<file path="config.mk">
export PLATFORM = sky130hd
export DESIGN_NAME = fp_div_generic
export DESIGN_NICKNAME = d
export VERILOG_FILES = /design/src/rtl/fp_div_generic.sv
export SDC_FILE = /design/constraint.sdc
export NUM_CORES = 1
export LEC_CHECK = 0
export ABC_CLOCK_PERIOD_IN_PS = 27200
export CAP_MARGIN = 0
export CORE_MARGIN = 3
export CORE_UTILIZATION = 50
export DETAILED_ROUTE_END_ITERATION = 10
export HOLD_SLACK_MARGIN = 0.08
export PLACE_DENSITY = 0.66
export SYNTH_ARGS = -nofsm -noshare
export SYNTH_HDL_FRONTEND = slang
export SYNTH_SLANG_ARGS = --single-unit
</file>
<file path="constraint.sdc">
create_clock -name clk -period 27.2 [get_ports clk]
set_clock_uncertainty 0.15 [all_clocks]
set_input_delay 2.72 -clock clk [delete_from_list [all_inputs] [get_ports clk]]
set_output_delay 2.72 -clock clk [all_outputs]
set_load 0.02 [all_outputs]
</file>
<file path="src/rtl/fp_div_generic.sv">
// Iterative floating-point divider: restoring division producing one quotient bit per cycle.
// Subnormal inputs are read as zero and subnormal results are flushed to zero; supports four rounding modes.
module fp_div_generic #(
    parameter int EXP_W = 11,
    parameter int MAN_W = 52
) (
    input  logic                   clk,
    input  logic                   reset,
    input  logic                   start,
    input  logic [EXP_W+MAN_W:0]   fp_a_in,
    input  logic [EXP_W+MAN_W:0]   fp_b_in,
    input  logic [1:0]             rnd_mode,
    output logic                   busy,
    output logic                   done,
    output logic [EXP_W+MAN_W:0]   fp_res_out,
    output logic [4:0]             flags
);
    localparam int W      = 1 + EXP_W + MAN_W;
    localparam int N_IT   = MAN_W + 4;
    localparam int CW     = $clog2(N_IT + 1);
    localparam int XW     = EXP_W + 2;
    localparam int BIAS_I = (32'sd1 <<< (EXP_W - 1)) - 32'sd1;
    localparam int EINF_I = (32'sd1 <<< EXP_W) - 32'sd1;

    localparam logic signed [XW-1:0] BIAS_X    = XW'(BIAS_I);
    localparam logic signed [XW-1:0] EXP_INF_X = XW'(EINF_I);
    localparam logic signed [XW-1:0] ONE_X     = XW'(32'sd1);
    localparam logic signed [XW-1:0] ZERO_X    = XW'(32'sd0);
    localparam logic [CW-1:0]        LAST_IT   = CW'(N_IT - 1);
    localparam logic [CW-1:0]        CNT_ONE   = CW'(32'd1);
    localparam logic [W-1:0]         QNAN      = {1'b0, {EXP_W{1'b1}}, 1'b1, {(MAN_W-1){1'b0}}};

    typedef enum logic [2:0] {
        S_IDLE   = 3'd0,
        S_UNPACK = 3'd1,
        S_DIVIDE = 3'd2,
        S_ROUND  = 3'd3,
        S_DONE   = 3'd4
    } state_t;

    state_t state_q, state_d;

    logic [W-1:0]           a_q, a_d, b_q, b_d;
    logic [1:0]             mode_q, mode_d;
    logic                   sign_q, sign_d;
    logic signed [XW-1:0]   exp_q, exp_d;
    logic [MAN_W+1:0]       rem_q, rem_d;
    logic [MAN_W:0]         dvs_q, dvs_d;
    logic [N_IT-1:0]        quo_q, quo_d;
    logic [CW-1:0]          cnt_q, cnt_d;
    logic [W-1:0]           res_q, res_d;
    logic [4:0]             flg_q, flg_d;
    logic                   busy_q, busy_d;
    logic                   done_q, done_d;
    logic [W-1:0]           out_q, out_d;
    logic [4:0]             flags_q, flags_d;

    logic [EXP_W-1:0]       exp_a, exp_b;
    logic [MAN_W-1:0]       frac_a, frac_b;
    logic                   a_zero, b_zero, a_inf, b_inf, a_nan, b_nan, a_snan, b_snan;
    logic                   is_special, res_sign;
    logic [W-1:0]           sp_res;
    logic [4:0]             sp_flg;

    logic                   rem_ge;
    logic [MAN_W:0]         rem_trim;

    logic                   q_msb, g_bit, r_bit, s_bit, inexact, inc, to_inf;
    logic [MAN_W:0]         mant_k;
    logic [MAN_W+1:0]       mant_sum;
    logic [MAN_W-1:0]       frac_f;
    logic signed [XW-1:0]   exp_n, exp_f;
    logic [W-1:0]           rnd_res;
    logic [4:0]             rnd_flg;

    // Operand classification and special-case result selection
    always_comb begin
        exp_a    = a_q[W-2:MAN_W];
        exp_b    = b_q[W-2:MAN_W];
        frac_a   = a_q[MAN_W-1:0];
        frac_b   = b_q[MAN_W-1:0];
        // a zero exponent field is zero regardless of the fraction (subnormals flushed on input)
        a_zero   = (exp_a == {EXP_W{1'b0}});
        b_zero   = (exp_b == {EXP_W{1'b0}});
        a_nan    = (&exp_a) & (|frac_a);
        b_nan    = (&exp_b) & (|frac_b);
        a_inf    = (&exp_a) & ~(|frac_a);
        b_inf    = (&exp_b) & ~(|frac_b);
        a_snan   = a_nan & ~frac_a[MAN_W-1];
        b_snan   = b_nan & ~frac_b[MAN_W-1];
        res_sign = a_q[W-1] ^ b_q[W-1];
        is_special = a_nan | b_nan | a_inf | b_inf | a_zero | b_zero;
        sp_res   = {res_sign, {(W-1){1'b0}}};
        sp_flg   = 5'b00000;
        if (a_nan | b_nan) begin
            sp_res = QNAN;
            sp_flg = {a_snan | b_snan, 4'b0000};
        end else if ((a_inf & b_inf) | (a_zero & b_zero)) begin
            sp_res = QNAN;
            sp_flg = 5'b10000;
        end else if (a_inf) begin
            sp_res = {res_sign, {EXP_W{1'b1}}, {MAN_W{1'b0}}};
            sp_flg = 5'b00000;
        end else if (b_inf) begin
            sp_res = {res_sign, {(W-1){1'b0}}};
            sp_flg = 5'b00000;
        end else if (b_zero) begin
            sp_res = {res_sign, {EXP_W{1'b1}}, {MAN_W{1'b0}}};
            sp_flg = 5'b01000;
        end else begin
            sp_res = {res_sign, {(W-1){1'b0}}};
            sp_flg = 5'b00000;
        end
    end

    // One restoring-division step on the partial remainder
    always_comb begin
        rem_ge = (rem_q >= {1'b0, dvs_q});
        if (rem_ge) begin
            rem_trim = (MAN_W+1)'(rem_q - {1'b0, dvs_q});
        end else begin
            rem_trim = rem_q[MAN_W:0];
        end
    end

    // Normalisation, rounding, overflow and underflow of the finished quotient
    always_comb begin
        q_msb = quo_q[N_IT-1];
        if (q_msb) begin
            mant_k = quo_q[N_IT-1:3];
            g_bit  = quo_q[2];
            r_bit  = quo_q[1];
            s_bit  = quo_q[0] | (|rem_q);
            exp_n  = exp_q;
        end else begin
            mant_k = quo_q[N_IT-2:2];
            g_bit  = quo_q[1];
            r_bit  = quo_q[0];
            s_bit  = |rem_q;
            exp_n  = exp_q - ONE_X;
        end
        inexact = g_bit | r_bit | s_bit;
        case (mode_q)
            2'b00:   inc = g_bit & (r_bit | s_bit | mant_k[0]);
            2'b01:   inc = 1'b0;
            2'b10:   inc = ~sign_q & inexact;
            2'b11:   inc = sign_q & inexact;
            default: inc = 1'b0;
        endcase
        mant_sum = {1'b0, mant_k} + {{(MAN_W+1){1'b0}}, inc};
        if (mant_sum[MAN_W+1]) begin
            frac_f = mant_sum[MAN_W:1];
            exp_f  = exp_n + ONE_X;
        end else begin
            frac_f = mant_sum[MAN_W-1:0];
            exp_f  = exp_n;
        end
        to_inf = (mode_q == 2'b00) | ((mode_q == 2'b10) & ~sign_q) | ((mode_q == 2'b11) & sign_q);
        if (exp_f >= EXP_INF_X) begin
            rnd_flg = 5'b00101;
            if (to_inf) begin
                rnd_res = {sign_q, {EXP_W{1'b1}}, {MAN_W{1'b0}}};
            end else begin
                rnd_res = {sign_q, {(EXP_W-1){1'b1}}, 1'b0, {MAN_W{1'b1}}};
            end
        end else if (exp_f <= ZERO_X) begin
            rnd_res = {sign_q, {(W-1){1'b0}}};
            rnd_flg = 5'b00011;
        end else begin
            rnd_res = {sign_q, exp_f[EXP_W-1:0], frac_f};
            rnd_flg = {4'b0000, inexact};
        end
    end

    // State register
    always_ff @(posedge clk or posedge reset) begin
        if (reset) begin
            state_q <= S_IDLE;
        end else begin
            state_q <= state_d;
        end
    end

    // Next-state logic
    always_comb begin
        state_d = state_q;
        case (state_q)
            S_IDLE:   state_d = start ? S_UNPACK : S_IDLE;
            S_UNPACK: state_d = is_special ? S_DONE : S_DIVIDE;
            S_DIVIDE: state_d = (cnt_q == LAST_IT) ? S_ROUND : S_DIVIDE;
            S_ROUND:  state_d = S_DONE;
            S_DONE:   state_d = S_IDLE;
            default:  state_d = S_IDLE;
        endcase
    end

    // Datapath next values for each state
    always_comb begin
        a_d    = a_q;
        b_d    = b_q;
        mode_d = mode_q;
        sign_d = sign_q;
        exp_d  = exp_q;
        rem_d  = rem_q;
        dvs_d  = dvs_q;
        quo_d  = quo_q;
        cnt_d  = cnt_q;
        res_d  = res_q;
        flg_d  = flg_q;
        case (state_q)
            S_IDLE: begin
                if (start) begin
                    a_d    = fp_a_in;
                    b_d    = fp_b_in;
                    mode_d = rnd_mode;
                end else begin
                    a_d    = a_q;
                end
            end
            S_UNPACK: begin
                sign_d = res_sign;
                if (is_special) begin
                    res_d = sp_res;
                    flg_d = sp_flg;
                end else begin
                    exp_d = $signed({2'b00, exp_a}) - $signed({2'b00, exp_b}) + BIAS_X;
                    rem_d = {1'b0, 1'b1, frac_a};
                    dvs_d = {1'b1, frac_b};
                    quo_d = {N_IT{1'b0}};
                    cnt_d = {CW{1'b0}};
                end
            end
            S_DIVIDE: begin
                rem_d = {rem_trim, 1'b0};
                quo_d = {quo_q[N_IT-2:0], rem_ge};
                cnt_d = cnt_q + CNT_ONE;
            end
            S_ROUND: begin
                res_d = rnd_res;
                flg_d = rnd_flg;
            end
            S_DONE: begin
                res_d = res_q;
            end
            default: begin
                res_d = res_q;
            end
        endcase
    end

    // Output next values: results are published only on the done pulse and held afterwards
    always_comb begin
        busy_d = (state_d != S_IDLE);
        done_d = (state_q == S_DONE);
        if (state_q == S_DONE) begin
            out_d   = res_q;
            flags_d = flg_q;
        end else begin
            out_d   = out_q;
            flags_d = flags_q;
        end
    end

    // Datapath and output registers
    always_ff @(posedge clk or posedge reset) begin
        if (reset) begin
            a_q     <= {W{1'b0}};
            b_q     <= {W{1'b0}};
            mode_q  <= 2'b00;
            sign_q  <= 1'b0;
            exp_q   <= ZERO_X;
            rem_q   <= {(MAN_W+2){1'b0}};
            dvs_q   <= {(MAN_W+1){1'b0}};
            quo_q   <= {N_IT{1'b0}};
            cnt_q   <= {CW{1'b0}};
            res_q   <= {W{1'b0}};
            flg_q   <= 5'b00000;
            busy_q  <= 1'b0;
            done_q  <= 1'b0;
            out_q   <= {W{1'b0}};
            flags_q <= 5'b00000;
        end else begin
            a_q     <= a_d;
            b_q     <= b_d;
            mode_q  <= mode_d;
            sign_q  <= sign_d;
            exp_q   <= exp_d;
            rem_q   <= rem_d;
            dvs_q   <= dvs_d;
            quo_q   <= quo_d;
            cnt_q   <= cnt_d;
            res_q   <= res_d;
            flg_q   <= flg_d;
            busy_q  <= busy_d;
            done_q  <= done_d;
            out_q   <= out_d;
            flags_q <= flags_d;
        end
    end

    assign busy       = busy_q;
    assign done       = done_q;
    assign fp_res_out = out_q;
    assign flags      = flags_q;

endmodule

</file>
# Word level (Yosys, flattened, before mapping)
# Index checks and enable logic that the tools add are counted.
[op_classes]
reduce_logical = 16
eq_ne = 10
n_mux = 38
add_sub_neg = 7
bitwise = 34
magnitude_cmp = 3
[op_table]
columns = ["operator", "count"]
rows = [
  ["$mux 63", 5],
  ["$mux 64", 3],
  ["$mux 53", 3],
  ["$pmux 64 s2", 1],
  ["$pmux 56 s2", 1],
  ["$pmux 54 s2", 1],
  ["$reduce_or 52->1", 2],
  ["$mux 56", 1],
  ["$add 53x1->54", 1],
  ["$ge 54x53->1", 1],
  ["$mux 54", 1],
  ["$reduce_or 54->1", 1],
  ["$sub 53x53->53", 1],
  ["$mux 52", 1],
  ["$mux 13", 2],
  ["$logic_not 11->1", 2],
  ["$reduce_and 11->1", 2],
  ["$mux 5", 3],
  ["$or 1x1->1", 14],
  ["$add 12x11->13 const B", 1],
  ["$add 13x2->13 const B", 1],
  ["$and 1x1->1", 13],
  ["$ge 13x12->1 const B", 1],
  ["$le 13x1->1 const B", 1],
  ["other kinds (26)", 45],
]
[totals]
out_inout_bits = 71
ff_bits = 456

# Depth between registers and ports, before layout
# Gate-level depths: netlist of run 1.
[logic_depth]
word_depth = 13
mapped_depth = 26
mapped_depth_nobuf = 18

# Worst setup path after synthesis of run 1
# OpenSTA, ideal clock, no wires.
[synth_timing]
kind = "register -> register"
startpoint = "register quo_q[55]"
endpoint = "register res_q[10]"
n_path_buf = 9
required_time_ps = 26924
setup_ps = 126
arrival_ps = 5945
path_slack_ps = 20979
path_stages_with_launch = 24
synth_period_minus_slack_ps = 6221
cell_sequence = "dfrtp_1 > buf_4 > buf_8 > buf_6 > clkbuf_1 > buf_1 > clkbuf_1 > clkbuf_1 > buf_1 > mux2i_1 > a2111oi_0 > a31o_2 > ha_1 > nand2_1 > a2111oi_4 > and4_1 > nand4_1 > or4_4 > a2111oi_4 > a41o_2 > a211o_4 > nor2_4 > buf_6 > a221o_1"
[synth_via]
elab_chain_cells = 11
elab_cells_between_ends = 22
classes_between = "add/sub: 2; order compare: 2; mux: 11; bitwise: 7"
[synth_rtl]
columns = ["element", "line_no", "source"]
rows = [
  ["start, declared", "49", "logic [N_IT-1:0] quo_q, quo_d;"],
  ["start signal, assigned", "274", "quo_q <= {N_IT{1'b0}};"],
  ["start signal, assigned", "290", "quo_q <= quo_d;"],
  ["$mux 1", "129", "if (q_msb) begin"],
  ["$or 1x1->1 (on tied branches) (2 in series)", "142, 144", ""],
  ["$and 1x1->1 (on tied branches)", "147, 144, 146", ""],
  ["$pmux 1 s4", "143", "case (mode_q)"],
  ["$add 53x1->54", "150", "mant_sum = {1'b0, mant_k} + {{(MAN_W+1){1'b0}}, inc};"],
  ["$mux 13", "151", "if (mant_sum[MAN_W+1]) begin"],
  ["$le 13x1->1", "166", "end else if (exp_f <= ZERO_X) begin"],
  ["$mux 63", "166", ""],
  ["$mux 63 (*)", "159", "if (exp_f >= EXP_INF_X) begin"],
  ["$pmux 64 s2 (*)", "210", "case (state_q)"],
  ["end signal, assigned", "276", "res_q <= {W{1'b0}};"],
  ["end signal, assigned", "292", "res_q <= res_d;"],
  ["end, declared", "51", "logic [W-1:0] res_q, res_d;"],
]
# Every way passes the cells marked *; elsewhere a longest branch is shown, timed or not.
# A chain may end at the register's enable or synchronous reset.

# Worst setup path after layout of run 1
[layout_timing]
startpoint = "register quo_q[55]"
endpoint = "register res_q[49]"
# The elaborated chain is that of the path after synthesis.

==> results.py, run 1 <==
metrics = {
    "route": {
        "ant_nets": 0,
        "totalWireLength_mm": 71.4,
        "dr_total_vias": 20900,
        "wl_per_cell_um": 20.1,
        "drtIter0Drc": 1739,
        "via_per_inst": 5.87,
        "drtPass1Iterations": 5,
        "drc": 0,
    },
    "cts": {
        "ctsResizeCount": 0,
        "ctsHoldBuffers": 0,
        "clk_latency_ps": 600,
        "cts_setup_buffers": 0,
        "cts_tree": "done",
        "cts_root_buffer": "clkbuf_16",
        "clockBufferDepth": 3,
        "cts_sinks": 456,
        "clkTransAtPathRegs_ps": 60,
        "cts_buffers": 50,
        "h-tree-depth": 2,
    },
    "outcome": {
        "status": "finished, final reports clean",
    },
    "worst_setup_path": {
        "critPathKind": "reg -> reg",
        "critPathSlowestCell": "dfrtp_4",
        "path_delay_family": "simple AND/OR/NAND/NOR gates",
        "crit_buf_inv": 0,
        "cp_cell_sequence": "nand2_1 > nand4_1 > nor4_1 > a2111oi_0 > a31o_2 > ha_1 > nand2_1 > a2111oi_4 > nand4_2 > nor4_4 > nand4_1 > xor2_1 > a41o_2 > a211o_4 > nor2_2 > a221o_1",
        "cp-end-kind": "register",
        "arrival_ps": 6630,
        "critPathRequiredTime_ps": 27590,
        "critPathMaxStageDelay_ps": 790,
        "startpoint_type": "register",
        "crit_fanout": 47,
    },
    "floorplanning": {
        "initial_core_util_pct": 51.1,
        "io_pins": 204,
        "die_area_um2": 54400,
        "die_w_um": 233,
        "die_h_um": 233,
        "design.core.area_um2": 50600,
        "placementRows": 82,
    },
    "placement": {
        "gp_congestion": 0.921,
        "io_buffers": 203,
        "dp_cells": 3466,
        "post-dp-hpwl_mm": 51.2,
        "dpl_cell_area_um2": 28200,
    },
    "sta": {
        "slew_violations": 0,
        "finalHoldViolations": 0,
        "tightest_slew_ps": 1280,
        "rsz0062_at_grt": "no",
        "fin_crit_sh_pct": 23.0,
        "timing.fmax_mhz": 160,
        "setup_viol": 0,
        "setup-tns-final_ps": 0,
        "fin_crit_ps": 6240,
        "timing.slew.headroom_pct": 14.6,
    },
    "min_path": {
        "min_path_type": "reg -> reg",
    },
    "synthesis": {
        "synth_ff_type": "dfrtp_1",
        "synth_edf_count": 0,
        "ys_seq_elements": 456,
        "synth-xor-area-share_pct": 4.16,
        "synth_top_family_by_area": "simple AND/OR/NAND/NOR gates",
        "netlist_top_cells_area": "dfrtp_1 44%, mux2_2 8.5%, nand2_1 7.3%, o21ai_0 4.2%, ha_1 3.4%",
        "avgSynthCellArea_um2": 9.45,
        "async_flop_share_pct": 100,
        "netlist_instances": 2734,
        "yosysWarningCount": 0,
        "synth_top_area_cell": "dfrtp_1",
        "synth-simple-area-share_pct": 17.5,
        "muxShareOfSynthArea_pct": 10.8,
        "synth.cell_area_um2": 25800,
        "synthAdderAreaFrac_pct": 3.59,
        "ys_types": 89,
        "seq_area_frac_synth_pct": 44.2,
        "synthesis.nets": 2940,
        "synth_top_area_share_pct": 44.2,
        "synth_compound_area_share_pct": 15.4,
    },
    "power": {
        "vdd_drop_max_mv": 0.0962,
        "p_leak_nw": 13.0,
        "p_total_mw": 3.85,
        "p_per_area_nw_per_um2": 129,
    },
    "finish": {
        "synthToLayoutAreaGrowth_pct": 15.7,
        "nets": 3052,
        "antenna_cells": 0,
        "fin_cells": 3559,
        "fin_area_um2": 29900,
        "drive_above_1_share_pct": 12.0,
        "nFillCells": 4371,
        "fin_util_pct": 59.1,
    },
    "global_route": {
        "gr-total-overflow": 0,
        "grt_max_degree": 135,
        "grt_pass1_vias": 20700,
        "groute.usage.overall_pct": 26.0,
        "grt_pass1_wl_mm": 113,
        "antenna_found_initial": 1,
    },
    "run": {
        "maxCapViolations": 0,
    },
}
==> placed cells by master, fill, tap and decap left out, types with 45 or more instances in the layout <==
| cell | synthesis | layout |
|---|---|---|
| a21o_1 | 45 | 45 |
| xnor2_1 | 72 | 72 |
| nor2_1 | 91 | 90 |
| nand2_1 | 505 | 502 |
| o21ai_0 | 218 | 218 |
| ha_1 | 71 | 71 |
| mux2i_1 | 60 | 60 |
| clkdlybuf4s50_1 | 0 | 203 |
| a21oi_1 | 101 | 101 |
| xor2_1 | 49 | 49 |
| a221o_1 | 51 | 51 |
| dfrtp_1 | 456 | 455 |
| inv_1 | 108 | 107 |
| mux2_2 | 195 | 195 |
| nand3_1 | 65 | 65 |
| nor4_1 | 57 | 57 |
| clkbuf_16 | 0 | 53 |
==> per-layer routing <==
metal  vias to the layer above  global-route usage, %  share of wire, %
met1                     10300                   33.9                43
met5                         -                      0                 0
met4                         0                   8.62               3.1
met2                       572                   45.2                50
met3                       124                   2.95               4.1
li1                       9938                      -                 -
==> cell type report <==
type	count	area, um^2	area share, %
timing repair buffer	222	2170	7.28
tap	672	841	2.81
sequential	456	11400	38.2
inverter	109	417	1.39
multi-input combinational	2007	13300	44.6
clock inverter	26	262	0.875
clock buffer	67	1450	4.85
==> worst min-delay path: cells and delay by family, from the launching register on <==
family	cells	cell delay [ps]
simple gates	1	50
buf+inv	1	50
flops	1	320
==> report_power, final <==
group / switching, mW / leakage [nW] / internal, mW / total, mW
clock network: 0.287 / 0.814 / 0.413 / 0.700
registers: 0.243 / 5.79 / 0.942 / 1.19
logic: 1.12 / 6.42 / 0.839 / 1.96
total: 1.65 / 13.0 / 2.19 / 3.85
==> cells in the mapped netlist (all sizes together) (23+ instances only) <==
library cell,number
nand2,506
dfrtp,456
o21ai,218
mux2,195
clkbuf,124
inv,108
a21oi,101
nor2,94
xnor2,72
ha,71
nand3,65
nor4,61
mux2i,60
a221o,51
xor2,50
a21o,45
buf,38
nand4,36
nor3,35
and3,31
a31oi,27
and2,26
nand2b,23
==> stage by stage <==
| step | hold slack [ps] | setup WS, ps |
|---|---|---|
| after global placement | 291 | 21150 |
| final | 303 | 20960 |
| after detailed placement | 289 | 21030 |
| after floorplan | 268 | 11620 |
| after CTS | 304 | 20980 |
| after global routing | 341 | 20480 |
==> flip-flops by register name (all words and copies together), names as in the netlist <==
signal,flops
dvs_q,53
flags,5
quo_q,56
a_q,64
cnt_q,6
rem_q,54
fp_res_out,64
mode_q,2
state_q,3
b_q,64
exp_q,13
flg_q,5
res_q,64
done,1
busy,1
sign_q,1
==> worst paths after layout <==
kind / endpoint / from / cells past startpoint / slack [ps]
max: res_q[49] / quo_q[55] / 16 / 20960
min: dvs_q[52] / dvs_q[52] / 2 / 300
max reg2reg: res_q[49] / quo_q[55] / 16 / 20960
min reg2reg: dvs_q[52] / dvs_q[52] / 2 / 300
max in group asynchronous: fp_res_out[16] / reset / 4 / 22380
min in group asynchronous: fp_res_out[43] / reset / 2 / 2470
==> cell families after synthesis <==
family                     Yosys count
adders and majority gates           73
and+or+nand+nor                    957
buffers and inverters              271
xor gates and xnor gates           122
DFF                                456
AOI/OAI and AO/OA                  600
muxes                              255
(Power assumes the default switching activity.)
==> inputs of run 2 (changes only) <==
--- a/config.mk
+++ b/config.mk
@@ -5,7 +5,7 @@
 export SDC_FILE = /design/constraint.sdc
 export NUM_CORES = 1
 export LEC_CHECK = 0
-export ABC_CLOCK_PERIOD_IN_PS = 27200
+export ABC_CLOCK_PERIOD_IN_PS = 6500
 export CAP_MARGIN = 0
 export CORE_MARGIN = 3
 export CORE_UTILIZATION = 50
==> constraint.sdc (replaced) <==
create_clock -name clk -period 6.5 [get_ports clk]
set_clock_uncertainty 0.15 [all_clocks]
set_input_delay 0.65 -clock clk [delete_from_list [all_inputs] [get_ports clk]]
set_output_delay 0.65 -clock clk [all_outputs]
set_load 0.02 [all_outputs]
==> run 2 against run 1 <==
  * Final cell count barely moved
  * Critical endpoint is now res_q[45]
  * First-iteration DRC count increased by 6.2%
  * Die area unchanged
  * Largest power group unchanged
  * Non-clock buffer count rose by 3
  * Utilization about the same
  * Global-route usage shrank 0.24 points
  * Via count rose by 0.10%
==> results.py, run 2 (synthesis gave the netlist of run 1 again) <==
metrics = {
    "outcome": {
        "status": "finished, final reports clean",
    },
    "finish": {
        "drive_above_1_share_pct": 11.9,
        "final_common_cell": "nand2_1",
        "fin_area_um2": 29900,
        "synthToLayoutAreaGrowth_pct": 15.6,
        "antenna_cells": 0,
        "mostFrequentLayoutCells": "502 x nand2_1, 455 x dfrtp_1, 218 x o21ai_0",
        "nets": 3053,
        "nFillCells": 4445,
    },
    "floorplanning": {
        "placementRows": 82,
        "die_area_um2": 54400,
        "io_pins": 204,
        "initial_core_util_pct": 51.1,
        "die_h_um": 233,
        "die_w_um": 233,
        "design.core.area_um2": 50600,
    },
    "global_route": {
        "grt_pass1_wl_mm": 113,
        "groute.usage.overall_pct": 25.8,
        "grt_pass1_vias": 20700,
        "grt_max_degree": 206,
        "gr-total-overflow": 0,
        "antenna_found_initial": 0,
    },
    "cts": {
        "ctsResizeCount": 0,
        "cts_sinks": 456,
        "clockBufferDepth": 3,
        "ctsHoldBuffers": 0,
        "clk_latency_ps": 600,
        "cts_root_buffer": "clkbuf_16",
        "cts_setup_buffers": 0,
        "cts_buffers": 48,
        "clkTransAtPathRegs_ps": 60,
        "h-tree-depth": 2,
        "cts_tree": "done",
    },
    "sta": {
        "timing.fmax_mhz": 178,
        "tightest_slew_ps": 1110,
        "whs_ps": 259,
        "setup_viol": 0,
        "finalHoldViolations": 0,
        "timing.slew.headroom_pct": 25.8,
        "fin_crit_sh_pct": 86.3,
        "rsz0062_at_grt": "no",
        "slew_violations": 0,
        "fin_crit_ps": 5610,
    },
    "placement": {
        "io_buffers": 203,
        "dpl_cell_area_um2": 28300,
        "post-dp-hpwl_mm": 50.9,
        "gp_congestion": 0.911,
    },
    "power": {
        "p_comb_share_pct": 51.6,
        "p_per_area_nw_per_um2": 535,
        "vdd_drop_max_mv": 0.416,
        "seqPwrFrac_pct": 30.9,
        "p_sw_mw": 6.89,
        "switching_share_pct": 43.1,
        "p_leak_nw": 13.0,
        "p_int_mw": 9.08,
        "clockPowerShare_pct": 17.5,
    },
    "worst_setup_path": {
        "rr_worst_depth": 17,
        "startpoint_type": "register",
        "ff2ff_setup_slack_ps": 890,
        "r2r-start": "quo_q[55]",
        "arrival_ps": 5990,
        "timing.rr.end": "res_q[45]",
        "critPathRequiredTime_ps": 6880,
        "crit_fanout": 51,
        "critPathKind": "reg -> reg",
        "cp-end-kind": "register",
    },
    "run": {
        "maxCapViolations": 0,
    },
    "min_path": {
        "min_path_type": "in -> async",
    },
    "route": {
        "drc": 0,
        "totalWireLength_mm": 70.5,
        "via_per_inst": 5.88,
        "wl_per_cell_um": 19.8,
        "drtPass1Iterations": 6,
        "ant_nets": 0,
        "drtIter0Drc": 1847,
        "dr_total_vias": 20900,
    },
}
## run 2: cell types whose count changed in the layout (fill, tap and decap cells not counted)
cell	change
buf_4	-2
buf_12	+5
clkinvlp_4	-8
clkbuf_16	-5
clkinv_4	+3
clkbuf_1	+2
clkbuf_8	+1
clkinv_8	+3
inv_8	-1
## run 2: final cells by class
cell class | instances | area [um^2] | area share, %
multi-input combinational | 2007 | 13300 | 44.6
sequential | 456 | 11400 | 38.2
timing repair buffer | 225 | 2260 | 7.57
clock buffer | 65 | 1350 | 4.50
tap | 672 | 841 | 2.82
inverter | 109 | 413 | 1.38
clock inverter | 23 | 269 | 0.901
## run 2: critical path, cell delays in order (launching register included)
cell and delay [ps]:
dfrtp_4 460, nand2_1 130, nand4_1 150, nor4_1 110, a2111oi_0 400, a31o_2 180, ha_1 160, nand2_1 100
a2111oi_4 570, and4_1 350, nand4_1 350, or4_4 660, a2111oi_4 350, a41o_2 310, and3_1 190, and2_1 180
buf_4 480, a221o_1 210
## run 2: worst max path at each step
stage	from	cells past startpoint	endpoint	slack [ps]
2_1_floorplan	reset	1	a_q[0]	-470
3_3_place_gp	quo_q[55]	17	res_q[40]	1050
3_5_place_dp	quo_q[55]	17	res_q[49]	960
4_1_cts	quo_q[55]	17	res_q[45]	890
5_1_grt	quo_q[55]	17	res_q[45]	480
6_report	quo_q[55]	17	res_q[45]	890
## run 2: metrics by stage
| step | worst slack [ps] | power [mW] | instances | util (%) | TNS, ps |
|---|---|---|---|---|---|
| floorplan | -469 | 10.8 | 2734 | - | -213880 |
| global placement | 1050 | 13.0 | 3469 | 55.9 | 0 |
| detailed placement | 959 | 13.1 | 3469 | 55.9 | 0 |
| CTS | 887 | 16.0 | 3557 | 59.0 | 0 |
| global route | 482 | 17.2 | 3557 | 59.0 | 0 |
| finish | 890 | 16.0 | 3557 | 59.0 | 0 |
## run 2: power groups by stage
stage	combinational (mW)	sequential (mW)	clock (mW)
after detailed placement	8.16	4.97	0
final	8.24	4.93	2.79
after global routing	9.12	5.08	2.97
after global placement	8.08	4.92	0
after floorplan	6.12	4.71	0
after CTS	8.22	4.93	2.85
## run 2: routing by layer
layer / vias to the layer above / share of wire (%) / track usage (%)
met5: - / 0 / 0
met4: 0 / 4.2 / 10.8
met3: 133 / 4.4 / 2.85
met2: 548 / 49 / 43.4
met1: 10300 / 42 / 33.9
li1: 9932 / - / -
